**src/rtl/serial_adder.sv**
```systemverilog
// -----------------------------------------------------------------------------
// serial_adder
//
// Bit-serial ripple adder: one full-adder bit per clock, LSB first.
// Computes {cout, sum} = a + b + cin over WIDTH RUN cycles.
//
// Handshake: start is a request that is accepted only in IDLE (busy=0,
// done=0); a, b and cin are captured on that same rising edge and are not
// looked at again. While RUN or DONE, start is ignored; nothing is queued.
// done is a one-cycle pulse marking sum/cout valid; they then hold until
// the next accepted start.
//
// Ports:
//   clk   in   1      rising-edge clock
//   rst   in   1      asynchronous active-high reset
//   start in   1      begin an addition (sampled only in IDLE)
//   a     in   WIDTH  augend, captured when start is accepted
//   b     in   WIDTH  addend, captured when start is accepted
//   cin   in   1      carry-in, captured when start is accepted
//   busy  out  1      high exactly while in RUN
//   done  out  1      one-cycle pulse, sum/cout valid
//   sum   out  WIDTH  (a + b + cin) mod 2^WIDTH
//   cout  out  1      carry out of bit WIDTH-1
// -----------------------------------------------------------------------------
module serial_adder #(
    parameter int WIDTH = 8
) (
    input  logic             clk,
    input  logic             rst,
    input  logic             start,
    input  logic [WIDTH-1:0] a,
    input  logic [WIDTH-1:0] b,
    input  logic             cin,
    output logic             busy,
    output logic             done,
    output logic [WIDTH-1:0] sum,
    output logic             cout
);

    localparam int CW = (WIDTH > 1) ? $clog2(WIDTH) : 1;

    typedef enum logic [1:0] {
        IDLE = 2'd0,
        RUN  = 2'd1,
        DONE = 2'd2
    } state_t;

    state_t           state;
    state_t           state_next;

    logic [WIDTH-1:0] op_a;
    logic [WIDTH-1:0] op_b;
    logic             carry;
    logic [CW-1:0]    cnt;

    logic             x;
    logic             y;
    logic             s_bit;
    logic             c_next;
    logic             last_bit;

    // Full-adder slice on the current LSBs of the operand shift registers.
    always_comb begin
        x        = op_a[0];
        y        = op_b[0];
        s_bit    = x ^ y ^ carry;
        c_next   = (x & y) | (carry & (x ^ y));
        last_bit = (cnt == CW'(WIDTH - 1));
    end

    // Next-state and status outputs.
    always_comb begin
        state_next = state;
        busy       = 1'b0;
        done       = 1'b0;
        case (state)
            IDLE: begin
                if (start) begin
                    state_next = RUN;
                end
            end
            RUN: begin
                busy = 1'b1;
                if (last_bit) begin
                    state_next = DONE;
                end
            end
            DONE: begin
                done       = 1'b1;
                state_next = IDLE;
            end
            default: begin
                state_next = IDLE;
            end
        endcase
    end

    always_ff @(posedge clk or posedge rst) begin
        if (rst) begin
            state <= IDLE;
        end else begin
            state <= state_next;
        end
    end

    // Datapath. sum fills from the MSB end so that after WIDTH shifts bit 0
    // of the result sits at sum[0]. cout is only written on the final bit so
    // it keeps the previous result's value while a new addition runs.
    always_ff @(posedge clk or posedge rst) begin
        if (rst) begin
            op_a  <= '0;
            op_b  <= '0;
            carry <= 1'b0;
            cnt   <= '0;
            sum   <= '0;
            cout  <= 1'b0;
        end else begin
            case (state)
                IDLE: begin
                    if (start) begin
                        op_a  <= a;
                        op_b  <= b;
                        carry <= cin;
                        cnt   <= '0;
                    end
                end
                RUN: begin
                    op_a  <= op_a >> 1;
                    op_b  <= op_b >> 1;
                    carry <= c_next;
                    sum   <= {s_bit, sum[WIDTH-1:1]};
                    // Wraps to zero on the last bit when WIDTH is a power of
                    // two; harmless, the counter is reloaded on the next start.
                    cnt   <= cnt + CW'(1);
                    if (last_bit) begin
                        cout <= c_next;
                    end
                end
                default: begin
                end
            endcase
        end
    end

endmodule

```
**config.mk**
```make
export PLATFORM = sky130hd
export DESIGN_NAME = serial_adder
export DESIGN_NICKNAME = d
export VERILOG_FILES = /design/src/rtl/serial_adder.sv
export SDC_FILE = /design/constraint.sdc
export NUM_CORES = 1
export LEC_CHECK = 0
export ABC_AREA = 1
export CAP_MARGIN = 20
export CORE_UTILIZATION = 54
export DETAILED_ROUTE_END_ITERATION = 7
export GPL_ROUTABILITY_DRIVEN = 0
export HOLD_SLACK_MARGIN = 0.05
export PLACE_DENSITY = 0.91
export SYNTH_ARGS = -nofsm -noshare
export SYNTH_HDL_FRONTEND = slang
export SYNTH_SLANG_ARGS = --single-unit
```
**constraint.sdc**
```tcl
create_clock -name clk -period 2.3 [get_ports clk]
set_input_delay 0.345 -clock clk [delete_from_list [all_inputs] [get_ports clk]]
set_output_delay 0.345 -clock clk [all_outputs]
set_load 0.02 [all_outputs]
```
==> results.txt <==
RSZ-0062 raised after global routing: no
number of unique standard cell types used by synthesis: 17
CTS Buffer Depth: 2
Ys Warns: 0
detail-routed net length per standard cell: 11.9 um
Max-slew headroom: 68.1%
Chip Width: 55.8 um
synthesized area: 1570 sq um
Yosys top cell by area: dfrtp_1
Reg area: 776 sq um
Final setup viols: 0
EDFF count, synth: 0
Initial Utilization: 56.8%
CTS tree: built
top-count cell post-synth: nand2_1
# H-tree levels: 2
Vias/cell: 4.97
# DRC: 0
Final Hold Viols: 0
final WL: 3.16 mm
multi-input logic area: 582 sq um
FILL cells: 218
reg2reg path depth: 4
Crit Path Category: reg2out
CP top delay family: buffers and inverters
critical path launch point type: register
Layout Nets: 256
die area: 3120 sq um
CTS root buf: clkbuf_4
share of cells above drive strength 1: 8.55%
Worst-Margin Slew: 0.476 ns
die height: 55.8 um
via count: 1,318
CTS-repair resized insts: 0
R2R setup slack: 0.75 ns
max frequency: 0.473 GHz
worst path arrival time: 1.77 ns
PD cells: 1360 nW/um^2
fin crit share: 91.9%
setup bufs post-CTS: 0
CP cell instances: inv_2 -> nor2_2 -> clkdlybuf4s50_1
Post-Syn Instances: 201
Clock Skews: 0.00749 ns
Fin Setup TNS: 0 ns
first-pass GRT wire length: 5.41 mm
Port Buf Inserts: 30
total core area: 2760 sq um
Congestion Overflow GR: 0
worst skew pair latency: 0.34 ns
r2r startpoint: state[0]
CTS Hold Buffers Added: 0
Max Slew Vio Count: 0
initial antenna violation count: 0
largest net degree at the start of global routing: 32
Core Rows: 19
Seq/Total Area, Yosys: 49.6%
Area Overhead vs Synth: 24.5%
synthesis-stage register bit count: 31
crit path time final: 2.11 ns
number of diodes: 0
total track usage: 22.8%
Hold WS: 0.385 ns
Required @ worst endpoint: 1.96 ns
Crit. End Element: primary output
worst vdd ir: 0.00106 V
Post-synth ARST share: 100%
Final ANT Viol Nets: 0
Worst path slowest cell: clkdlybuf4s50_1
I/O Pins: 31
vias in the first global route: 1,244
top_reg_cell synth: dfrtp_1
post-synth net total: 224
max capacitance violation total: 0
top cells by count, synth: nand2_1, inv_1, dfrtp_1, nand3_1, o21ai_0
CP peak stage delay: 0.61 ns
post-DP HPWL: 2.19 mm
Clock transition at path regs: 0.10 ns
Buffers & Inverters on Critical Path: 2
syn avg cell area: 7.79 sq um
Hold WC Path Type: in2async
FF-to-FF End: op_a[1]
post-synth top area share: 49.6%
DR pass1 iterations: 5
Clock Sinks: 31
Initial DRC Count: 41
clock buffer count from CTS: 5
leakage power: 1.07 nW
ranking of synthesized cells by area: dfrtp_1, nand2_1, nand3_1, inv_1, buf_6
worst-path maximum fanout: 11
outcome: finished, final reports clean
[stage by stage]
stage	area (sq um)	total power [W]	cells	util, %	setup slack (ns)
floorplan	1570	0.00185	201	-	0.938
global placement	1860	0.00213	257	67.5	0.619
detailed placement	1860	0.00221	257	67.5	0.578
CTS	1950	0.00266	265	70.6	0.195
global route	1950	0.00286	265	70.6	0.0761
finish	1950	0.00264	265	70.6	0.186
[routing by layer]
metal	wire length (um)	vias up	share of wire (%)	GRT usage [%]
met3	162	5	5.1	8.37
met4	36	0	1.1	5.57
met1	1420	610	45	29.3
li1	-	667	-	-
met5	0	-	0	0
met2	1540	36	49	37.0
[worst register-to-register path: stages, from the launching register on]
cell and delay [ns]:
dfrtp_1 0.60, nand2_2 0.39, nand2_4 0.31, nand3_1 0.12, nand2_1 0.08
[cell families after synthesis]
kind of cell	after synthesis	synth area share, %
AO/OA/AOI/OAI	8	3.52
buffers and inverters	45	13.3
AND/OR/NAND/NOR	114	30.8
adder cells (fa/ha/maj)	3	2.88
flip-flops	31	49.6
[how the worst max path moves through the flow]
stage | to | slack [ns] | cells past startpoint | startpoint
after floorplan | done | 0.94 | 4 | state[1]
after global placement | busy | 0.62 | 3 | state[0]
after detailed placement | busy | 0.58 | 3 | state[0]
after CTS | busy | 0.19 | 3 | state[0]
after global routing | busy | 0.08 | 3 | state[0]
final | busy | 0.19 | 3 | state[0]
[final cells by class]
type,count,area share (%)
Sequential cell,31,39.8
Multi-Input combinational cell,125,29.9
Timing Repair Buffer,34,17.0
Inverter,36,6.94
Clock buffer,6,2.63
Tap cell,31,1.99
Clock inverter,2,1.80
[registers in the layout (all words and copies together), names as in the netlist]
register  flops
carry         1
op_b          8
cnt           3
cout          1
sum           8
op_a          8
state         2
[placed cells by master, fill, tap and decap left out]
master / synthesis / layout
fa_1: 1 / 1
nand3_1: 31 / 31
nand2_1: 76 / 76
a21oi_2: 1 / 1
nor2_1: 3 / 3
nor2_2: 1 / 1
bufinv_16: 0 / 1
nand2_4: 1 / 1
clkbuf_8: 0 / 1
clkdlybuf4s50_1: 0 / 30
buf_4: 1 / 4
inv_2: 2 / 2
inv_1: 34 / 34
ha_1: 2 / 2
o21ai_4: 1 / 1
o21ai_0: 6 / 6
clkinv_2: 0 / 1
clkbuf_4: 0 / 5
nand2_2: 2 / 2
dfrtp_1: 31 / 31
[power by group]
part	switching, W	internal (W)	total (W)	leakage [nW]
Sequential	0.000187	0.000804	0.000992	0.379
Combinational	0.000698	0.000502	0.00120	0.644
Clock	0.000193	0.000257	0.000450	0.0482
Total	0.00108	0.00156	0.00264	1.07
Note: power is estimated with default switching activity, not from simulation.
